==> config.mk <==
export PLATFORM = sky130hd
export DESIGN_NAME = mem_burst_initiator
export DESIGN_NICKNAME = d
export VERILOG_FILES = /design/src/rtl/mem_burst_initiator.sv
export SDC_FILE = /design/constraint.sdc
export NUM_CORES = 1
export LEC_CHECK = 0
export BUFFER_PORTS_ARGS = -buffer_cell sky130_fd_sc_hd__clkbuf_2
export CAP_MARGIN = 20
export CORE_MARGIN = 4
export CORE_UTILIZATION = 50
export CTS_CLUSTER_SIZE = 16
export DETAILED_ROUTE_END_ITERATION = 10
export GPL_ROUTABILITY_DRIVEN = 1
export PLACE_DENSITY = 0.86
export SYNTH_ARGS = -nofsm -noshare
export SYNTH_HDL_FRONTEND = slang
export SYNTH_SLANG_ARGS = --single-unit
==> constraint.sdc <==
create_clock -name clk -period 4.6 [get_ports clk]
set_clock_uncertainty 0.1 [all_clocks]
set_input_delay 0.92 -clock clk [delete_from_list [all_inputs] [get_ports clk]]
set_output_delay 0.92 -clock clk [all_outputs]
set_load 0.01 [all_outputs]
==> src/rtl/mem_burst_initiator.sv <==
// mem_burst_initiator
// Burst master for a single-port memory with a valid/wr_rd/addr/wdata ->
// ready/rdata handshake. One accepted command (start address, beat count,
// direction) becomes one memory beat per word, with at most one beat
// outstanding at a time. Addresses wrap modulo DEPTH.
//
// Ports
//   clk, rst             : rising-edge clock, asynchronous active-high reset
//   cmd_valid/cmd_ready  : command handshake (ready only while idle)
//   cmd_wr/addr/len      : burst direction, start address, beat count 0..DEPTH
//   wr_data/_valid/_ready: write data stream, consumed on each issued write beat
//   rd_data/_valid       : read data stream, one strobe per word, no backpressure
//   busy, done, err      : burst in progress, end-of-burst pulse, timeout flag
//   mem_*                : request side towards the memory
//   mem_ready/mem_rdata  : memory response for the outstanding beat
module mem_burst_initiator #(
  parameter int WIDTH      = 16,
  parameter int DEPTH      = 64,
  parameter int ADDR_WIDTH = $clog2(DEPTH),
  parameter int TIMEOUT    = 16
) (
  input  logic                  clk,
  input  logic                  rst,
  input  logic                  cmd_valid,
  output logic                  cmd_ready,
  input  logic                  cmd_wr,
  input  logic [ADDR_WIDTH-1:0] cmd_addr,
  input  logic [ADDR_WIDTH:0]   cmd_len,
  input  logic [WIDTH-1:0]      wr_data,
  input  logic                  wr_data_valid,
  output logic                  wr_data_ready,
  output logic [WIDTH-1:0]      rd_data,
  output logic                  rd_data_valid,
  output logic                  busy,
  output logic                  done,
  output logic                  err,
  output logic                  mem_valid,
  output logic                  mem_wr_rd,
  output logic [ADDR_WIDTH-1:0] mem_addr,
  output logic [WIDTH-1:0]      mem_wdata,
  input  logic                  mem_ready,
  input  logic [WIDTH-1:0]      mem_rdata
);

  localparam int CNT_W = ADDR_WIDTH + 1;
  localparam int TO_W  = $clog2(TIMEOUT + 1);

  typedef enum logic [1:0] {
    S_IDLE = 2'd0,
    S_RUN  = 2'd1,
    S_DONE = 2'd2
  } state_t;

  state_t                state_q, state_d;
  logic                  wr_q, wr_d;
  logic [ADDR_WIDTH-1:0] addr_q, addr_d;
  logic [CNT_W-1:0]      len_q, len_d;
  logic [CNT_W-1:0]      issued_q, issued_d;
  logic [CNT_W-1:0]      completed_q, completed_d;
  logic                  outst_q, outst_d;
  logic [TO_W-1:0]       to_cnt_q, to_cnt_d;
  logic                  mem_valid_q, mem_valid_d;
  logic                  mem_wr_rd_q, mem_wr_rd_d;
  logic [ADDR_WIDTH-1:0] mem_addr_q, mem_addr_d;
  logic [WIDTH-1:0]      mem_wdata_q, mem_wdata_d;
  logic [WIDTH-1:0]      rd_data_q, rd_data_d;
  logic                  rd_data_valid_q, rd_data_valid_d;
  logic                  done_q, done_d;
  logic                  err_q, err_d;
  logic                  busy_q, busy_d;

  logic                  complete_s;
  logic                  timeout_s;
  logic                  issue_s;
  logic [CNT_W-1:0]      completed_next_s;

  // Beat-level qualifiers shared by the next-state logic and the handshakes.
  always_comb begin
    complete_s = (state_q == S_RUN) && outst_q && mem_ready;
    // The waiting cycle that would be the TIMEOUT-th one aborts the burst.
    timeout_s  = (state_q == S_RUN) && outst_q && !mem_ready &&
                 (to_cnt_q == TO_W'(TIMEOUT - 1));
    // A new beat may be launched in the same cycle the previous one completes.
    issue_s    = (state_q == S_RUN) && !timeout_s && (issued_q < len_q) &&
                 (!outst_q || complete_s) && (!wr_q || wr_data_valid);
    completed_next_s = completed_q + {{(CNT_W-1){1'b0}}, complete_s};
  end

  assign cmd_ready     = (state_q == S_IDLE);
  assign wr_data_ready = issue_s && wr_q;

  // Next-state logic for the burst FSM, counters and registered outputs.
  always_comb begin
    state_d         = state_q;
    wr_d            = wr_q;
    addr_d          = addr_q;
    len_d           = len_q;
    issued_d        = issued_q;
    completed_d     = completed_q;
    outst_d         = outst_q;
    to_cnt_d        = to_cnt_q;
    mem_valid_d     = 1'b0;
    mem_wr_rd_d     = mem_wr_rd_q;
    mem_addr_d      = mem_addr_q;
    mem_wdata_d     = mem_wdata_q;
    rd_data_d       = rd_data_q;
    rd_data_valid_d = 1'b0;
    err_d           = err_q;

    case (state_q)
      S_IDLE: begin
        if (cmd_valid) begin
          wr_d        = cmd_wr;
          addr_d      = cmd_addr;
          len_d       = cmd_len;
          issued_d    = {CNT_W{1'b0}};
          completed_d = {CNT_W{1'b0}};
          outst_d     = 1'b0;
          to_cnt_d    = {TO_W{1'b0}};
          err_d       = 1'b0;
          state_d     = (cmd_len == {CNT_W{1'b0}}) ? S_DONE : S_RUN;
        end else begin
          state_d = S_IDLE;
        end
      end
      S_RUN: begin
        if (complete_s) begin
          completed_d     = completed_next_s;
          outst_d         = 1'b0;
          to_cnt_d        = {TO_W{1'b0}};
          rd_data_valid_d = !wr_q;
          rd_data_d       = wr_q ? rd_data_q : mem_rdata;
        end else if (outst_q) begin
          to_cnt_d = to_cnt_q + {{(TO_W-1){1'b0}}, 1'b1};
        end else begin
          to_cnt_d = {TO_W{1'b0}};
        end

        if (issue_s) begin
          mem_valid_d = 1'b1;
          mem_addr_d  = addr_q;
          mem_wr_rd_d = wr_q;
          mem_wdata_d = wr_q ? wr_data : mem_wdata_q;
          outst_d     = 1'b1;
          to_cnt_d    = {TO_W{1'b0}};
          issued_d    = issued_q + {{(CNT_W-1){1'b0}}, 1'b1};
          addr_d      = (addr_q == ADDR_WIDTH'(DEPTH - 1)) ? {ADDR_WIDTH{1'b0}}
                                                           : addr_q + {{(ADDR_WIDTH-1){1'b0}}, 1'b1};
        end else begin
          mem_valid_d = 1'b0;
        end

        if (timeout_s) begin
          outst_d = 1'b0;
          err_d   = 1'b1;
          state_d = S_DONE;
        end else if (completed_next_s == len_q) begin
          err_d   = 1'b0;
          state_d = S_DONE;
        end else begin
          state_d = S_RUN;
        end
      end
      S_DONE: begin
        state_d = S_IDLE;
      end
      default: begin
        state_d = S_IDLE;
      end
    endcase

    done_d = (state_d == S_DONE);
    busy_d = (state_d != S_IDLE);
  end

  // State and output registers; reset abandons any burst without a done pulse.
  always_ff @(posedge clk or posedge rst) begin
    if (rst) begin
      state_q         <= S_IDLE;
      wr_q            <= 1'b0;
      addr_q          <= {ADDR_WIDTH{1'b0}};
      len_q           <= {CNT_W{1'b0}};
      issued_q        <= {CNT_W{1'b0}};
      completed_q     <= {CNT_W{1'b0}};
      outst_q         <= 1'b0;
      to_cnt_q        <= {TO_W{1'b0}};
      mem_valid_q     <= 1'b0;
      mem_wr_rd_q     <= 1'b0;
      mem_addr_q      <= {ADDR_WIDTH{1'b0}};
      mem_wdata_q     <= {WIDTH{1'b0}};
      rd_data_q       <= {WIDTH{1'b0}};
      rd_data_valid_q <= 1'b0;
      done_q          <= 1'b0;
      err_q           <= 1'b0;
      busy_q          <= 1'b0;
    end else begin
      state_q         <= state_d;
      wr_q            <= wr_d;
      addr_q          <= addr_d;
      len_q           <= len_d;
      issued_q        <= issued_d;
      completed_q     <= completed_d;
      outst_q         <= outst_d;
      to_cnt_q        <= to_cnt_d;
      mem_valid_q     <= mem_valid_d;
      mem_wr_rd_q     <= mem_wr_rd_d;
      mem_addr_q      <= mem_addr_d;
      mem_wdata_q     <= mem_wdata_d;
      rd_data_q       <= rd_data_d;
      rd_data_valid_q <= rd_data_valid_d;
      done_q          <= done_d;
      err_q           <= err_d;
      busy_q          <= busy_d;
    end
  end

  assign mem_valid     = mem_valid_q;
  assign mem_wr_rd     = mem_wr_rd_q;
  assign mem_addr      = mem_addr_q;
  assign mem_wdata     = mem_wdata_q;
  assign rd_data       = rd_data_q;
  assign rd_data_valid = rd_data_valid_q;
  assign done          = done_q;
  assign err           = err_q;
  assign busy          = busy_q;

endmodule

After elaboration in Yosys (flattened, before gate mapping)
Index checks and enable logic that the tools add are counted.
Operators by class
  $add $sub $neg: 4
  $lt $le $gt $ge: 1
  equal/unequal tests: 10
  mux-type cells: 31
  bitwise gates (word level): 1
  reduce and logical (&&, ||, !) cells: 28
Operators by type and width (count)
  one-hot mux 7 bit (2 select lines): 2
  two-way mux 7 bit: 3
  two-way mux 5 bit: 4
  two-way mux 6 bit: 3
  AND reduction 3 bit: 6
  one-hot mux 6 bit (2 select lines): 1
  two-way mux 1 bit: 10
  one-hot mux 5 bit (2 select lines): 1
  logical AND 1 bit: 9
  two-way mux 2 bit: 4
  adder 7 x 1 -> 7 bit: 1
  adder 7 x 1 -> 7 bit (second input constant): 1
  == test 7 bit: 1
  logical NOT 7 bit: 1
  < comparator 7 bit: 1
  adder 6 x 1 -> 6 bit (second input constant): 1
  == test 6 bit (second input constant): 1
  inequality test 2 bit (second input constant): 3
  AND reduction 2 bit: 3
  adder 5 x 1 -> 5 bit (second input constant): 1
  == test 5 x 4 -> 1 bit (second input constant): 1
  logical NOT 1 bit: 4
  inequality test 4 bit (second input constant): 1
  one-hot mux 1 bit (2 select lines): 2
  other kinds (8): 10
Word-level totals
  register bits after elaboration: 80
  input bits: 51
  output and inout bits: 46

Logic depth before layout (Yosys ltp)
  depth after elaboration: 12
  depth in mapped cells: 10
  mapped depth without buffers: 10

Worst setup path before layout
OpenSTA, ideal clock, no wires.
  kind: input port to output port
  start point: in mem_ready
  end point: out wr_data_ready
  arrival: 2195 ps
  required time: 3580 ps
  slack: 1385 ps
  stages on the path: 6
  path buffers: 2
  path through: nor2b_4 a2111o_1 a211oi_4 and3_1 buf_6 buf_12
Between the ends
  word-level cells in the longest chain between the ends: 9
  elaborated cells on any way between the ends: 11
  those cells by class: 11 x reduce/logical
Ends and longest elaborated chain
  start, declared: line 41  | input logic mem_ready,
  logical NOT 1 bit: line 81  | timeout_s = (state_q == S_RUN) && outst_q && !mem_ready &&
  logical AND 1 bit (2 in series): line 81
  logical NOT 1 bit: line 84  | issue_s = (state_q == S_RUN) && !timeout_s && (issued_q < len_q) &&
  logical AND 1 bit (2 in series): line 84
  logical AND 1 bit (*): line 84
  logical AND 1 bit (*): line 85  | (!outst_q || complete_s) && (!wr_q || wr_data_valid);
  logical AND 1 bit (*): line 90  | assign wr_data_ready = issue_s && wr_q;
  end, declared: line 31  | output logic wr_data_ready,
Mark *: on every way between the ends. The rest lies on a longest branch, timed or not.

Worst setup path in the final report
Ends and elaborated chain as after synthesis.

==> results.py <==
metrics = {
    "run_status": {
        "status": "finished, final reports clean",
    },
    "synthesis": {
        "ys_seq_area_share_pct": 53.35,
        "synth_seq_cells": 80,
        "syn_inst": 330,
        "synth-async-reset-ratio_pct": 100.0,
        "synth.distinct_cells": 46,
        "synth.most_common_cell": "dfrtp_1",
        "synth_nets": 394,
        "yosys-top-cells-count": "dfrtp_1 (80), nand2_1 (46), mux2_2 (33)",
        "synth.top_cells.by_area": "dfrtp_1 (53%), mux2_2 (9.9%), nand2_1 (4.6%), ha_1 (4.3%), o21ai_0 (3.6%)",
        "synth_warnings": 0,
        "synth_ff_type": "dfrtp_1",
        "synth_area_mm2": 0.003752,
        "post-synth-top-area-cell": "dfrtp_1",
        "synth_top_area_share_pct": 53.35,
        "synth.avg_cell_area_um2": 11.37,
        "synth_edf_count": 0,
    },
    "sta": {
        "worst_pin_slew_ns": 0.7269,
        "max_clock_freq_mhz": 294.7,
        "report.final.slew_viol_count": 0,
        "setup_tns_ns": 0,
        "final_hold_viol_count": 0,
        "min_period_ns": 3.393,
        "setup_viol_count_final": 0,
        "worst_slack_ns": 1.207,
        "slew-limit-headroom_pct": 51.54,
        "rsz0062_at_grt": "false",
        "fin_crit_sh_pct": 73.76,
    },
    "clock_network": {
        "clk_pin_slew_ns": 0.09,
        "cts_sinks": 80,
        "post_cts_resized": 0,
        "root_buffer": "clkbuf_8",
        "cts_buffers": 9,
        "cts_tree": "done",
        "clockBufferDepth": 2,
        "clkLatencyLatePin_ns": 0.35,
        "htreeDepth": 3,
        "hold_buffers": 0,
        "post_cts_buffers": 0,
    },
    "global_routing": {
        "grt_max_degree": 42,
        "antenna_found_initial": 0,
        "grt_pass1_vias": 2912,
        "grt_overflow": 0,
        "grt_pass1_wl_mm": 13.74,
        "grtUsageTotal_pct": 19.66,
    },
    "floorplanning": {
        "initial_core_util_pct": 51.46,
        "num_rows": 31,
        "die_x_um": 94.63,
        "io_pins": 97,
        "dieArea_mm2": 0.008955,
        "die_h_um": 94.63,
        "coreArea_mm2": 0.007292,
    },
    "finish": {
        "area_delta_synth_final_pct": 20.61,
        "num_antenna_cells": 0,
        "fin_nets": 496,
        "ff_latch_area_mm2": 0.002002,
        "fillers": 606,
        "multi_input_area_mm2": 0.001652,
        "drive_gt1_share_pct": 39.13,
    },
    "placed_design": {
        "port_buffers": 96,
        "gp_congestion": 0.8781,
        "dp_slack_ns": 1.216,
        "dp_hpwl_mm": 6.387,
    },
    "worst_setup_path": {
        "slowest_delay_ns": 0.44,
        "cp-start-kind": "primary input",
        "rrSetupSlack_ns": 1.65,
        "crit_arrival_ns": 2.37,
        "cpMaxStageDelayCell": "a2111o_1",
        "worstPathCellList": "clkbuf_2 > nor2b_4 > a2111o_1 > a211oi_4 > and3_1 > clkbuf_2",
        "cpMostUsedCell": "clkbuf_2",
        "cp-end-kind": "output pin",
        "crit_fanout": 8,
        "worstSetupPathType": "in2out",
        "worstPathRequired_ns": 3.58,
    },
    "pwr": {
        "p_switching_mw": 1.180,
        "power_density_mw_per_mm2": 672.2,
        "seq_power_share_pct": 39.0,
        "leakage_nw": 2.262,
        "switching_share_pct": 38.79,
        "internal_power_mw": 1.862,
        "pwr-share-clk_pct": 16.2,
        "worst_ir_drop_vdd_uv": 363.5,
        "combPwrFrac_pct": 44.8,
    },
    "routing": {
        "drt_wl_total_mm": 8.384,
        "wl_per_cell_um": 15.64,
        "via_count": 2874,
        "viasPerCell": 5.362,
        "drt_iter0_markers": 130,
        "drc": 0,
        "drtPass1Iterations": 4,
        "ant_nets": 0,
    },
    "hold_path": {
        "holdCritPathClass": "reg2reg",
    },
    "flow_run": {
        "cap_viol_max_count": 0,
    },
}
[cells in the final DEF (no fill, tap or decap), drive strengths merged, types with 7 or more instances in the layout]
cell type	Yosys	routed
ha	13	13
nand2	47	47
nand3	8	8
nor2	16	16
xnor2	10	10
and3	9	9
clkbuf	6	106
o21ai	27	27
dfrtp	80	80
a21oi	7	7
mux2	41	41
inv	11	13
[power groups by stage]
stage          clock (mW)  sequential (mW)  combinational (mW)
5_1_grt             0.533             1.22                1.51
4_1_cts             0.499             1.19                1.37
2_1_floorplan           0             1.25               0.871
6_report            0.492             1.19                1.36
3_5_place_dp            0             1.20                1.37
3_3_place_gp            0             1.19                1.31
[per-stage QoR]
step                cells  hold WS [ns]  instance area, µm²  power [mW]  util, %
finish                536        0.3994                4526       3.042    62.06
floorplan             330        0.3491                3752       2.125        -
global route          536        0.4204                4526       3.267    62.06
detailed placement    520        0.3870                4338       2.571    59.49
global placement      520        0.3670                4338       2.496    59.49
CTS                   536        0.4079                4526       3.062    62.06
[worst paths after layout]
kind / from / to / cells after the start
worst max-delay path: mem_ready / wr_data_ready / 6
worst min-delay path: mem_wr_rd / mem_wr_rd / 1
worst max register to register: state_q[0] / state_q[0] / 11
worst min register to register: mem_wr_rd / mem_wr_rd / 1
max in group asynchronous: rst / issued_q[0] / 3
min in group asynchronous: rst / mem_wdata[15] / 2
[worst max-delay path, delay by kind of cell]
kind | cells | cell delay (ns)
compound gates | 2 | 0.85
buf+inv | 2 | 0.28
simple gates | 2 | 0.32
[state kept, by name, summed over array words and instances, names as in the netlist]
| register | count |
|---|---|
| rd_data_valid | 1 |
| rd_data | 16 |
| done | 1 |
| issued_q | 7 |
| state_q | 2 |
| mem_wdata | 16 |
| outst_q | 1 |
| addr_q | 6 |
| to_cnt_q | 5 |
| mem_addr | 6 |
| busy | 1 |
| err | 1 |
| mem_wr_rd | 1 |
| len_q | 7 |
| completed_q | 7 |
| wr_q | 1 |
| mem_valid | 1 |
[per-layer routing]
| metal | vias to the layer above | track usage (%) | part of all wire [%] | routed length (µm) |
|---|---|---|---|---|
| li1 | 1366 | - | - | - |
| met1 | 1392 | 24.56 | 40 | 3327 |
| met2 | 89 | 32.59 | 53 | 4406 |
| met3 | 27 | 3.347 | 4.4 | 372 |
| met4 | 0 | 10.46 | 3.3 | 278 |
| met5 | - | 0 | 0 | 0 |
[cells by family (layout without fill, tap and decap cells)]
kind of cell	after synthesis	count (layout)	synth area share [%]
flip-flops	80	80	53.35
XOR/XNOR	13	13	3.034
AND/OR/NAND/NOR	102	102	12.90
multiplexers	44	44	13.90
buffers and inverters	21	128	2.767
AO/OA/AOI/OAI	57	57	9.704
adder cells (fa/ha/maj)	13	13	4.335
[cell type report]
| type | count | area share, % |
|---|---|---|
| Sequential cell | 80 | 44.24 |
| Multi-Input combinational cell | 229 | 36.49 |
| Timing Repair Buffer | 101 | 11.45 |
| Clock buffer | 10 | 3.041 |
| Tap cell | 99 | 2.737 |
| Clock inverter | 6 | 1.106 |
| Inverter | 11 | 0.9400 |
Note: power is estimated with default switching activity, not from simulation.
